File: config.mk
export PLATFORM = sky130hd
export DESIGN_NAME = mips32_prog_loader
export DESIGN_NICKNAME = d
export VERILOG_FILES = /design/src/rtl/mips32_prog_loader.sv
export SDC_FILE = /design/constraint.sdc
export NUM_CORES = 1
export LEC_CHECK = 0
export ABC_AREA = 1
export CELL_PAD_IN_SITES_DETAIL_PLACEMENT = 1
export CELL_PAD_IN_SITES_GLOBAL_PLACEMENT = 2
export CORE_MARGIN = 4
export CORE_UTILIZATION = 32
export DETAILED_ROUTE_END_ITERATION = 8
export GPL_ROUTABILITY_DRIVEN = 0
export HOLD_SLACK_MARGIN = 0.08
export PLACE_DENSITY_LB_ADDON = 0.1
export SLEW_MARGIN = 40
export SYNTH_ARGS = -nofsm -noshare
export SYNTH_HDL_FRONTEND = slang
export SYNTH_SLANG_ARGS = --single-unit
export TNS_END_PERCENT = 1
File: constraint.sdc
create_clock -name clk1 -period 3.7 [get_ports clk1]
set_clock_uncertainty 0.15 [all_clocks]
set_input_delay 0.37 -clock clk1 [delete_from_list [all_inputs] [get_ports clk1]]
set_output_delay 0.37 -clock clk1 [all_outputs]
set_load 0.02 [all_outputs]
File: src/rtl/mips32_prog_loader.sv
`default_nettype none
// +--------------------------------------------------------------------------+
// | Module  : mips32_prog_loader                                             |
// | Purpose : Streams a program image into the MIPS32 instruction and data   |
// |           memories, then releases the processor. It regains control when |
// |           the processor halts, so the processor can be reloaded.         |
// | Ports   : clk1        - single clock, rising edge                        |
// |           rst         - asynchronous active-high reset                   |
// |           s_valid/s_ready/s_data - upstream load-word stream             |
// |           mem_we/mem_sel/mem_addr/mem_wdata - memory write port          |
// |                         (mem_sel 0 = instruction, 1 = data)              |
// |           cpu_run     - processor release (fetch from PC 0)              |
// |           cpu_halted  - processor HALTED flag                            |
// |           busy        - a load is in progress                            |
// |           load_err    - sticky error, cleared only by rst                |
// | Config  : define LOADER_CHECKSUM_EN to require an XOR checksum word      |
// |           after each payload block.                                      |
// | Header  : [31:28] sync 4'hA, [27] target, [25:16] base, [9:0] count      |
// |           (count 0 = end of load); bits [26] and [15:10] are ignored.    |
// | Rev     : 1.0  initial release                                           |
// +--------------------------------------------------------------------------+
module mips32_prog_loader #(
   parameter int ADDR_W = 10,
   parameter int DATA_W = 32
) (
   input  logic              clk1,
   input  logic              rst,
   input  logic              s_valid,
   output logic              s_ready,
   input  logic [DATA_W-1:0] s_data,
   output logic              mem_we,
   output logic              mem_sel,
   output logic [ADDR_W-1:0] mem_addr,
   output logic [DATA_W-1:0] mem_wdata,
   output logic              cpu_run,
   input  logic              cpu_halted,
   output logic              busy,
   output logic              load_err
);

   typedef enum logic [2:0] {
      IDLE    = 3'd0,
      HDR     = 3'd1,
      PAYLOAD = 3'd2,
`ifdef LOADER_CHECKSUM_EN
      CSUM    = 3'd3,
`endif
      RUN     = 3'd4,
      DONE    = 3'd5,
      ERR     = 3'd6
   } state_t;

   state_t              state;
   state_t              state_nx;
   logic                target;
   logic [ADDR_W-1:0]   base;
   logic [9:0]          count;
   logic [9:0]          index;
`ifdef LOADER_CHECKSUM_EN
   logic [DATA_W-1:0]   csum;
`endif

   logic                accept;
   logic                hdr_ok;
   logic                last_word;
   logic                unused_hdr_bits;

   assign accept          = s_valid & s_ready;
   assign hdr_ok          = (s_data[31:28] == 4'hA);
   assign last_word       = (index == (count - 10'd1));
   assign unused_hdr_bits = ^{s_data[26], s_data[15:10]};

   always_comb begin
      state_nx = state;
      case (state)
         IDLE: state_nx = HDR;
         HDR, DONE: begin
            if (accept) begin
               if (!hdr_ok)                 state_nx = ERR;
               else if (s_data[9:0] == '0)  state_nx = RUN;
               else                         state_nx = PAYLOAD;
            end
         end
         PAYLOAD: begin
            if (accept && last_word) begin
`ifdef LOADER_CHECKSUM_EN
               state_nx = CSUM;
`else
               state_nx = HDR;
`endif
            end
         end
`ifdef LOADER_CHECKSUM_EN
         CSUM: begin
            if (accept) state_nx = (s_data == csum) ? HDR : ERR;
         end
`endif
         RUN:     if (cpu_halted) state_nx = DONE;
         ERR:     state_nx = ERR;
         default: state_nx = IDLE;
      endcase
   end

   // Status outputs are registered from the next state so they change
   // together with the state register.
   always_ff @(posedge clk1 or posedge rst) begin
      if (rst) begin
         state     <= IDLE;
         s_ready   <= 1'b0;
         busy      <= 1'b0;
         cpu_run   <= 1'b0;
         load_err  <= 1'b0;
         mem_we    <= 1'b0;
         mem_sel   <= 1'b0;
         mem_addr  <= '0;
         mem_wdata <= '0;
         target    <= 1'b0;
         base      <= '0;
         count     <= '0;
         index     <= '0;
`ifdef LOADER_CHECKSUM_EN
         csum      <= '0;
`endif
      end else begin
         state    <= state_nx;
         s_ready  <= (state_nx == HDR) || (state_nx == PAYLOAD) ||
`ifdef LOADER_CHECKSUM_EN
                     (state_nx == CSUM) ||
`endif
                     (state_nx == DONE);
         busy     <= (state_nx == HDR) ||
`ifdef LOADER_CHECKSUM_EN
                     (state_nx == CSUM) ||
`endif
                     (state_nx == PAYLOAD);
         cpu_run  <= (state_nx == RUN);
         load_err <= (state_nx == ERR);
         mem_we   <= 1'b0;

         if (accept) begin
            case (state)
               HDR, DONE: begin
                  target <= s_data[27];
                  base   <= ADDR_W'(s_data[25:16]);
                  count  <= s_data[9:0];
                  index  <= '0;
`ifdef LOADER_CHECKSUM_EN
                  csum   <= '0;
`endif
               end
               PAYLOAD: begin
                  // Address wraps naturally at the ADDR_W boundary.
                  mem_we    <= 1'b1;
                  mem_sel   <= target;
                  mem_addr  <= base + ADDR_W'(index);
                  mem_wdata <= s_data;
                  index     <= index + 10'd1;
`ifdef LOADER_CHECKSUM_EN
                  csum      <= csum ^ s_data;
`endif
               end
               default: ;
            endcase
         end
      end
   end

endmodule
`default_nettype wire
After elaboration in Yosys (flattened, before gate mapping) --
Index checks and enable logic that the tools add are counted.
Word-level totals: output and inout bits 48, word-level logic and storage cells 48, bits in registers 82
Cells by class: reduce and logical (&&, ||, !) cells 10, multiplexer cells 9, bitwise operators 1, eq/ne operators 12, add/sub/neg operators 3
Operators by type and width (number):
- case mux 10 bit (2 select lines) | 1
- equality test 3 bit, second input constant | 6
- 2-to-1 mux 3 bit | 5
- case mux 3 bit (5 select lines) | 1
- adder 10 x 1 -> 10 bit, second input constant | 1
- adder 10 bit | 1
- equality test 10 bit | 1
- logical NOT 10 bit | 1
- subtractor 10 x 1 -> 10 bit, second input constant | 1
- equality test 3 x 1 -> 1 bit, second input constant | 2
- equality test 3 x 2 -> 1 bit, second input constant | 2
- AND reduction 2 bit | 3
- equality test 4 bit, second input constant | 1
- logical NOT 3 bit | 1
- logical OR 1 bit | 2
- 2-to-1 mux 1 bit | 2
- nonzero test 2 bit | 1
- OR reduction 2 bit | 1
- bitwise AND 1 bit | 1
- logical AND 1 bit | 1

Logic depth before layout (Yosys ltp) --
Gate-level depths: netlist (run 1).
depth after elaboration 8, mapped depth 14

Least setup slack after synthesis (run 1) --
OpenSTA, ideal clock, no wires.
path type register to register, start point register index[0], end point register mem_addr[6], stages on the path, launching flop included 14, setup time 118 ps, data arrival time 1787 ps, clock period less this slack 2055 ps, setup slack 1645 ps, cell sequence dfrtp_1 > ha_1 > inv_1 > fa_1 > inv_1 > a21oi_1 > o21ai_0 > inv_1 > nor2_1 > o21ai_0 > nand2_1 > nand2_1 > nand3_1 > nand2_1
Between the ends: longest elaborated chain between the ends 1
RTL lines:
- from (decl) | line 58 | logic [9:0] index;
- from (signal assigned) | line 157 | index <= index + 10'd1;
- adder 10 bit | line 155 | mem_addr <= base + ADDR_W'(index);
- to (signal assigned) | line 155
- to (decl) | line 33 | output logic [ADDR_W-1:0] mem_addr,
Every way passes these cells. A chain may end at the register's enable or synchronous reset.

Worst setup path after layout (run 1) --
Same ends and word-level chain as after synthesis.

==> impl_metrics.toml, run 1 <==
[pwr]
pwr_density_cell_nw_per_um2 = 377
peakVddDrop_uv = 150
p_leak_nw = 2.61

[floorplanning]
fp.dieW_um = 120
die-height_um = 120
dieArea_sq_um = 14400
floorplan.initialDensity_pct = 33.1
core-area_sq_um = 12100
rows = 40
ios = 84

[detailed_routing]
num_vias = 3533
wl_mm = 11.6
drtAntennaViolNets = 0
drt-initial-drc-count = 102
dr.pass1.iters = 4
drc = 0
wl_per_cell_um = 15.5
vias_per_cell = 4.70

[job]
maxCapViolations = 0

[synthesis]
syn_area_sq_um = 4000
synth_cell_types = 31
synth-seq-cells = 82
yosys_warnings = 0
avgSynthCellArea_sq_um = 8.09
synth_nets = 543
yosysSeqAreaShare_pct = 51.2
synthCells = 495

[timing]
hold_viol = 0
tightestPinTransition_ps = 536
layout_min_cycle_time_ps = 2440
fin_crit_sh_pct = 65.9
maxSlewViolCount = 0
setup_viol = 0
max-slew-margin-rel_pct = 64.3
setup_tns_ps = 0
grt_setup_unrepaired = "no"
fmax_mhz = 410

[cells_and_area]
drive_gt1_share_pct = 7.72
multi_input_comb_area_sq_um = 1680
final_area_sq_um = 5380
final_nets = 627
n_antenna_cell = 0
seq_area_sq_um = 2050
nFillCells = 1487
area.growth.synth_to_final_pct = 34.4

[clocking]
htreeDepth = 3
cts_buffer_depth = 2
numCtsBuffers = 9
post_cts_resized = 0
path_clk_slew_ps = 60
clk_latency_ps = 340
cts_tree = "built"
post_cts_buffers = 0
cts_sinks = 82
cts-root-buf = "clkbuf_16"
hold_buffers = 0

[global_routing]
grt_pass1_vias = 3838
antenna_found_initial = 0
grt_pass1_wl_mm = 19.7
gr-total-overflow = 0
grt_max_degree = 45
track_usage_pct = 17.4

[setup_path]
required_ps = 3780
critPathKind = "register to register"
cp-end-kind = "register"
cpPeakStageDelay_ps = 450
path_cells = "ha_1, inv_1, fa_1, inv_1, a21oi_1, o21ai_0, inv_1, nor2_1, o21ai_0, nand2_1, nand2_1, nand3_1, nand2_1"
cp_slowest_cell = "dfrtp_1"
cp_max_fo = 5
crit_arrival_ps = 2520
startpoint_type = "register"
r2r_slack_ps = 1260

[min_path]
hp-class = "input pin to async pin"

[placement]
dpl_cell_area_sq_um = 5030
port_buffers = 83
hpwl_mm = 8.56

[status]
status = "completed"
[layout make-up]
cell class / instances / share of cell area, %
inverters: 57 / 4.02
clock buffers: 11 / 4.70
repair buffers: 87 / 16.2
flip-flops and latches: 82 / 38.1
clock inverters: 4 / 1.84
multi-input cells: 342 / 31.2
well taps: 168 / 3.91
[metal layers]
metal	track usage (%)	wire length (um)	vias up
li1	-	-	1737
met1	23.6	5770	1708
met2	27.0	5120	74
met3	3.91	536	14
met4	6.80	200	0
met5	0	0	-
[synthesized netlist by cell type]
cell / instances / area (sq um)
a211oi_1: 2 / 15.0
a21oi_1: 13 / 65.1
buf_2: 5 / 25.0
clkbuf_1: 9 / 33.8
dfrtp_1: 82 / 2050
fa_1: 1 / 20.0
ha_1: 11 / 138
inv_1: 49 / 184
inv_2: 8 / 30.0
nand2_1: 173 / 649
nand2_2: 4 / 25.0
nand3_1: 22 / 110
nand3_2: 3 / 30.0
nand4_1: 3 / 18.8
nor2_1: 26 / 97.6
nor2_2: 6 / 37.5
nor3_1: 1 / 5.00
nor4_1: 2 / 12.5
o2111ai_1: 1 / 8.76
o21a_1: 1 / 7.51
o21ai_0: 51 / 255
o21ai_1: 1 / 5.00
o21bai_1: 2 / 15.0
o21bai_2: 1 / 11.3
o221ai_1: 1 / 8.76
o22ai_1: 3 / 18.8
o32ai_1: 1 / 8.76
or2_2: 2 / 12.5
xnor2_1: 3 / 26.3
xor2_1: 7 / 61.3
xor2_2: 1 / 16.3
[where the power goes]
group	internal (W)	switching [W]	total [W]
registers	0.000897	0	0.000897
clock network	0.000694	0.000369	0.00106
logic	0.0000363	0.0000337	0.0000700
[logic make-up after synthesis]
| group | synth area share (%) |
|---|---|
| xor gates and xnor gates | 2.59 |
| DFF | 51.3 |
| buffers and inverters | 6.81 |
| adders and majority gates | 3.94 |
| AOI/OAI and AO/OA | 10.5 |
| and+or+nand+nor | 24.9 |
[through the flow]
stage / utilization (%) / hold slack [ps] / total power [W] / std cells / worst slack, ps
final: 44.4 / 274 / 0.00203 / 751 / 1260
after global routing: 44.4 / 329 / 0.00210 / 751 / 1080
after CTS: 44.4 / 323 / 0.00206 / 751 / 1230
after detailed placement: 41.5 / 309 / 0.000985 / 736 / 1250
after global placement: 41.5 / 303 / 0.000985 / 736 / 1300
after floorplan: - / 309 / 0.000931 / 495 / 1070
[registers in the layout, summed over array words and instances, names as in the netlist, 3 cells and up]
| signal | cells |
|---|---|
| index | 10 |
| mem_wdata | 32 |
| base | 10 |
| count | 10 |
| mem_addr | 10 |
| state | 3 |
[layout by cell type, fill, tap and decap left out, types with 8 or more instances in the layout]
cell and instances:
inv_1 48, nand3_1 22, o21ai_0 51, nand2_1 173, clkbuf_16 9, nor2_1 26
inv_2 8, dfrtp_1 82, a21oi_1 13, ha_1 11, clkdlybuf4s50_1 83
[worst max-delay path: cells and delay by family (launching register included)]
kind / cells / cell delay (ps)
adder cells (fa/ha/maj): 2 / 650
AO/OA/AOI/OAI: 3 / 470
flip-flops: 1 / 450
AND/OR/NAND/NOR: 5 / 350
buffers and inverters: 3 / 250
[worst paths after layout]
kind,start,endpoint,cells past startpoint
worst max register to register,index[0],mem_addr[6],13
worst min register to register,mem_wdata[12],mem_wdata[12],2
worst max-delay path,index[0],mem_addr[6],13
worst min-delay path,rst,mem_wdata[21],2
max in group asynchronous,rst,mem_wdata[7],3
min in group clk1,mem_wdata[12],mem_wdata[12],2
Power figures use the tool's default switching activity.
==> run 2: changes to the inputs <==
--- a/config.mk
+++ b/config.mk
@@ -9,7 +9,7 @@
 export CELL_PAD_IN_SITES_DETAIL_PLACEMENT = 1
 export CELL_PAD_IN_SITES_GLOBAL_PLACEMENT = 2
 export CORE_MARGIN = 4
-export CORE_UTILIZATION = 32
+export CORE_UTILIZATION = 27
 export DETAILED_ROUTE_END_ITERATION = 8
 export GPL_ROUTABILITY_DRIVEN = 0
 export HOLD_SLACK_MARGIN = 0.08
==> constraint.sdc (replaced) <==
create_clock -name clk1 -period 2.2 [get_ports clk1]
set_clock_uncertainty 0.15 [all_clocks]
set_input_delay 0.22 -clock clk1 [delete_from_list [all_inputs] [get_ports clk1]]
set_output_delay 0.22 -clock clk1 [all_outputs]
set_load 0.02 [all_outputs]
==> run 2 against run 1 <==
  * Register-to-register slack worse by 1100 ps
  * Fmax is 21% higher
  * Count of clock-buffer cells in the layout is 2 lower
  * Total power is 62% higher
  * Hold slack lost 180 ps
  * Final cell count up 4.1%
  * Non-clock buffer count increased by 14
  * Wire length rose by 0.99%
  * Sequential share of layout area shrank 1.0 points
  * Setup slack got worse by 1100 ps
  * Critical path depth stayed put
  * Critical path type unchanged
  * Largest cell class unchanged
==> impl_metrics.toml, run 2 (same netlist as run 1, synthesis figures left out) <==
[status]
status = "completed"

[floorplanning]
dieArea_sq_um = 16800
ios = 84
rows = 44
floorplan.initialDensity_pct = 27.5
die-height_um = 130
core-area_sq_um = 14500
fp.dieW_um = 130

[cells_and_area]
area.growth.synth_to_final_pct = 38.2
nFillCells = 1748
final_nets = 641
final_common_cell = "nand2_1"
n_antenna_cell = 0
fin_cells = 782
final_cell_mix = "173 x nand2_1, 83 x clkdlybuf4s50_1, 82 x dfrtp_1"
largest_reg_flops = 32
largest-register = "mem_wdata"
drive_gt1_share_pct = 10.5

[pwr]
p_comb_share_pct = 3.7
p_sw_w = 0.000714
peakVddDrop_uv = 317
seqPwrFrac_pct = 45.8
cell_internal_pwr_w = 0.00258
pwr_density_cell_nw_per_um2 = 595
clkPwrFrac_pct = 50.5
switching_share_pct = 21.7
p_leak_nw = 2.68

[timing]
fin_crit_sh_pct = 91.8
max-slew-margin-rel_pct = 68.4
fmax_mhz = 495
hold_viol = 0
layout_min_cycle_time_ps = 2020
postLayoutSetupSlackWorst_ps = 181
tightestPinTransition_ps = 473
setup_viol = 0
maxSlewViolCount = 0
grt_setup_unrepaired = "yes"

[job]
maxCapViolations = 0

[setup_path]
path_cells = "ha_2, inv_1, fa_1, inv_1, a21oi_2, o21ai_2, inv_1, nor2_1, o21ai_1, nand2_1, nand2_1, nand3_1, nand2_1"
startpoint_type = "register"
crit_arrival_ps = 2110
required_ps = 2290
cp_slowest_cell = "fa_1"
cp-end-kind = "register"
critPathKind = "register to register"
cp_max_fo = 2
cpPeakStageDelay_ps = 380

[clocking]
clk_latency_ps = 350
cts_tree = "built"
numCtsBuffers = 9
cts_sinks = 82
cts-root-buf = "clkbuf_16"
cts_buffer_depth = 2
path_clk_slew_ps = 70
htreeDepth = 3
hold_buffers = 0

[detailed_routing]
drt-initial-drc-count = 103
dr.pass1.iters = 4
drc = 0
wl_mm = 11.7
vias_per_cell = 4.54
wl_per_cell_um = 15.0
drtAntennaViolNets = 0
num_vias = 3550

[global_routing]
gr-total-overflow = 0
antenna_found_initial = 0
grt_pass1_vias = 3809
grt_pass1_wl_mm = 19.9
grt_max_degree = 51
track_usage_pct = 15.1

[placement]
dp_cells = 765
place_ws_ps = -13.0
hpwl_mm = 9.12
port_buffers = 83

[min_path]
hp-class = "input pin to async pin"
## run 2: changes by cell type in the layout (fill, tap and decap cells not counted), sizes merged
cell,delta
bufinv,-1
clkinvlp,+1
clkinv,+3
buf,+14
clkbuf,-2
## run 2: what timing repair did
item	4_1_cts	5_1_grt
endpoints found under the setup margin	1	2
pin swaps	0	1
setup buffers	0	1
gates cloned	0	0
resized for setup	1	4
## run 2: stage by stage
| step | TNS [ps] | power [W] | util, % | cell area [sq um] | hold WS, ps |
|---|---|---|---|---|---|
| after floorplan | 0 | 0.00157 | - | 4010 | 187 |
| after global placement | 0 | 0.00166 | 35.7 | 5190 | 304 |
| after detailed placement | -13.0 | 0.00166 | 35.7 | 5190 | 308 |
| after CTS | 0 | 0.00336 | 37.9 | 5520 | 98.6 |
| after global routing | -16.8 | 0.00344 | 38.1 | 5530 | 130 |
| final | 0 | 0.00329 | 38.1 | 5530 | 95.5 |
## run 2: path summary, 6_finish.rpt
kind / from / end / slack, ps / depth (start not counted)
hold reg to reg: mem_wdata[10] / mem_wdata[10] / 320 / 2
setup reg to reg: index[0] / mem_addr[6] / 180 / 13
setup / recovery: index[0] / mem_addr[6] / 180 / 13
max in group asynchronous: rst / mem_wdata[2] / 1280 / 3
min in group clk1: s_data[26] / mem_wdata[26] / 270 / 3
hold / removal: rst / base[7] / 100 / 2
## run 2: power groups by stage
stage | Combinational, W | Sequential (W) | Clock, W
after floorplan | 0.0000303 | 0.00154 | 0
after global placement | 0.000126 | 0.00154 | 0
after detailed placement | 0.000127 | 0.00154 | 0
after CTS | 0.000128 | 0.00151 | 0.00173
after global routing | 0.000139 | 0.00151 | 0.00180
final | 0.000123 | 0.00151 | 0.00166
## run 2: worst max-delay path, delay by kind of cell, from the launching register on
kind,cells,cell delay (ps)
adder cells (fa/ha/maj),2,560
AO/OA/AOI/OAI,3,300
AND/OR/NAND/NOR,5,330
buffers and inverters,3,200
flip-flops,1,360
## run 2: area by class of cell
class / instances / area (sq um) / area share (%)
multi-input combinational: 342 / 1690 / 30.5
inverter: 57 / 218 / 3.93
clock inverter: 7 / 103 / 1.85
sequential: 82 / 2050 / 37.1
timing repair buffer: 101 / 1020 / 18.4
tap: 184 / 230 / 4.16
clock buffer: 9 / 225 / 4.07
## run 2: routing by layer
| metal | routed length, um | global-route usage [%] |
|---|---|---|
| met5 | 0 | 0 |
| met4 | 216 | 5.44 |
| met2 | 5390 | 23.9 |
| met3 | 618 | 4.05 |
| met1 | 5510 | 19.9 |
==> run 3: changes to the inputs <==
--- a/config.mk
+++ b/config.mk
@@ -9,7 +9,8 @@
 export CELL_PAD_IN_SITES_DETAIL_PLACEMENT = 1
 export CELL_PAD_IN_SITES_GLOBAL_PLACEMENT = 2
 export CORE_MARGIN = 4
-export CORE_UTILIZATION = 27
+export CORE_UTILIZATION = 31
+export CTS_BUF_LIST = sky130_fd_sc_hd__clkbuf_4
 export DETAILED_ROUTE_END_ITERATION = 8
 export GPL_ROUTABILITY_DRIVEN = 0
 export HOLD_SLACK_MARGIN = 0.08
==> constraint.sdc (replaced) <==
create_clock -name clk1 -period 2 [get_ports clk1]
set_clock_uncertainty 0.15 [all_clocks]
set_input_delay 0.4 -clock clk1 [delete_from_list [all_inputs] [get_ports clk1]]
set_output_delay 0.4 -clock clk1 [all_outputs]
set_load 0.02 [all_outputs]
==> run 3 against run 2 <==
  * Fmax rose by 3.2%
  * Sequential power rose by 9.9%
  * Die area fell by 12%
  * Setup slack got worse by 140 ps
  * Non-clock buffer count rose by 22
  * Critical path depth rose by 1
  * Utilization rose by 5.7 points
  * Sequential share of layout area rose by 0.10 points
  * Hold slack improved by 150 ps
  * Global-route usage rose by 2.1 points
  * Via count rose by 3.5%
  * Highest routed layer unchanged
==> impl_metrics.toml, run 3 (same netlist as run 1, synthesis figures left out) <==
[status]
status = "completed"

[cells_and_area]
multi_input_comb_area_sq_um = 1760
fin_cells = 792
final_nets = 663
seq_area_sq_um = 2050
n_antenna_cell = 0
area.growth.synth_to_final_pct = 37.8
final_area_sq_um = 5520
largest_reg_flops = 32
final_cell_mix = "171 x nand2_1, 82 x dfrtp_1, 47 x o21ai_0"
drive_gt1_share_pct = 16.1
largest-register = "mem_wdata"
final_common_cell = "nand2_1"
nFillCells = 1560
utilization_pct = 43.7

[setup_path]
required_ps = 2210
critPathKind = "register to register"
reg2regPathDepth = 14
crit_arrival_ps = 2170
cp-end-kind = "register"
r2r_slack_ps = 40
cp_max_fo = 3
startpoint_type = "register"

[clocking]
path_clk_slew_ps = 160
cts-root-buf = "clkbuf_4"
cts_sinks = 82
numCtsBuffers = 9
cts_tree = "built"
clk_latency_ps = 460
post_cts_buffers = 0
htreeDepth = 3
cts_buffer_depth = 2

[placement]
hpwl_mm = 9.17
dpl_cell_area_sq_um = 5370
port_buffers = 83
place_ws_ps = -158
dp_cells = 776

[floorplanning]
floorplan.initialDensity_pct = 31.7
rows = 41
fp.dieW_um = 122
ios = 84
die-height_um = 122
core-area_sq_um = 12600
dieArea_sq_um = 14800

[timing]
layout_min_cycle_time_ps = 1960
setup_viol = 0
tightestPinTransition_ps = 468
hold_viol = 0
postLayoutSetupSlackWorst_ps = 43.7
maxSlewViolCount = 0
max-slew-margin-rel_pct = 68.8
fmax_mhz = 511
grt_setup_unrepaired = "yes"
fin_crit_sh_pct = 97.8

[detailed_routing]
vias_per_cell = 4.64
drc = 0
wl_per_cell_um = 15.1
wl_mm = 11.9
drtAntennaViolNets = 0
drt-initial-drc-count = 104
num_vias = 3674
dr.pass1.iters = 4

[global_routing]
grt_max_degree = 83
antenna_found_initial = 0
track_usage_pct = 17.2
gr-total-overflow = 0
grt_pass1_wl_mm = 19.7
grt_pass1_vias = 3844

[pwr]
p_total_w = 0.00272
pwr_density_cell_nw_per_um2 = 494
p_leak_nw = 2.93
peakVddDrop_uv = 271

[job]
maxCapViolations = 0

[min_path]
hp-class = "input pin to async pin"
run 3: cell types whose count changed in the layout (fill, tap and decap cells not counted), sizes merged:
cell | previous run | this run
clkdlybuf4s50 | 83 | 35
dlygate4sd2 | 0 | 46
buf | 18 | 40
bufinv | 2 | 0
clkinvlp | 1 | 3
dlymetal6s2s | 0 | 2
clkinv | 4 | 3
inv | 57 | 58
run 3: worst paths after layout:
kind,start,to
max,base[0],mem_addr[6]
min,rst,mem_wdata[14]
min in group clk1,s_data[26],mem_wdata[26]
max reg2reg,base[0],mem_addr[6]
min reg2reg,mem_wdata[10],mem_wdata[10]
max in group asynchronous,rst,mem_wdata[19]
run 3: final cells by class:
class	instances	area share (%)
well taps	172	3.90
flip-flops and latches	82	37.2
clock buffers	9	1.22
repair buffers	123	20.9
clock inverters	7	0.952
multi-input cells	342	31.9
inverters	57	3.95
run 3: metrics by stage:
| stage | TNS [ps] | hold WS, ps |
|---|---|---|
| after global placement | -674 | 302 |
| after floorplan | -54.5 | 309 |
| after detailed placement | -1800 | 311 |
| final | 0 | 243 |
| after CTS | -12.2 | 235 |
| after global routing | -374 | 257 |
run 3: power breakdown:
group | switching, W | internal [W] | total [W]
sequential | 0 | 0.00166 | 0.00166
clock | 0.000656 | 0.000264 | 0.000920
combinational | 0.0000669 | 0.0000792 | 0.000146
total | 0.000723 | 0.00200 | 0.00272
run 3: timing repair:
item | CTS | global route
gates resized for setup | 53 | 22
hold endpoints to repair | 0 | 0
pin swaps | 1 | 0
hold buffers | 0 | 0
endpoints found under the setup margin | 50 | 15
run 3: metal layers:
metal | vias to the layer above | wire [um] | global-route usage [%]
met5 | - | 0 | 0
met4 | 0 | 192 | 6.09
met3 | 11 | 598 | 4.64
met2 | 74 | 5420 | 25.9
met1 | 1784 | 5720 | 23.9
li1 | 1805 | - | -
run 3: worst max-delay path: stages (launching register included):
cell	delay, ps
dfrtp_1	390
ha_2	190
inv_2	40
fa_2	340
inv_2	60
a21oi_2	40
o21ai_1	110
buf_4	130
inv_2	30
nor2_2	80
o21ai_2	60
nand2_1	60
nand2_1	40
nand3_1	60
nand2_1	50
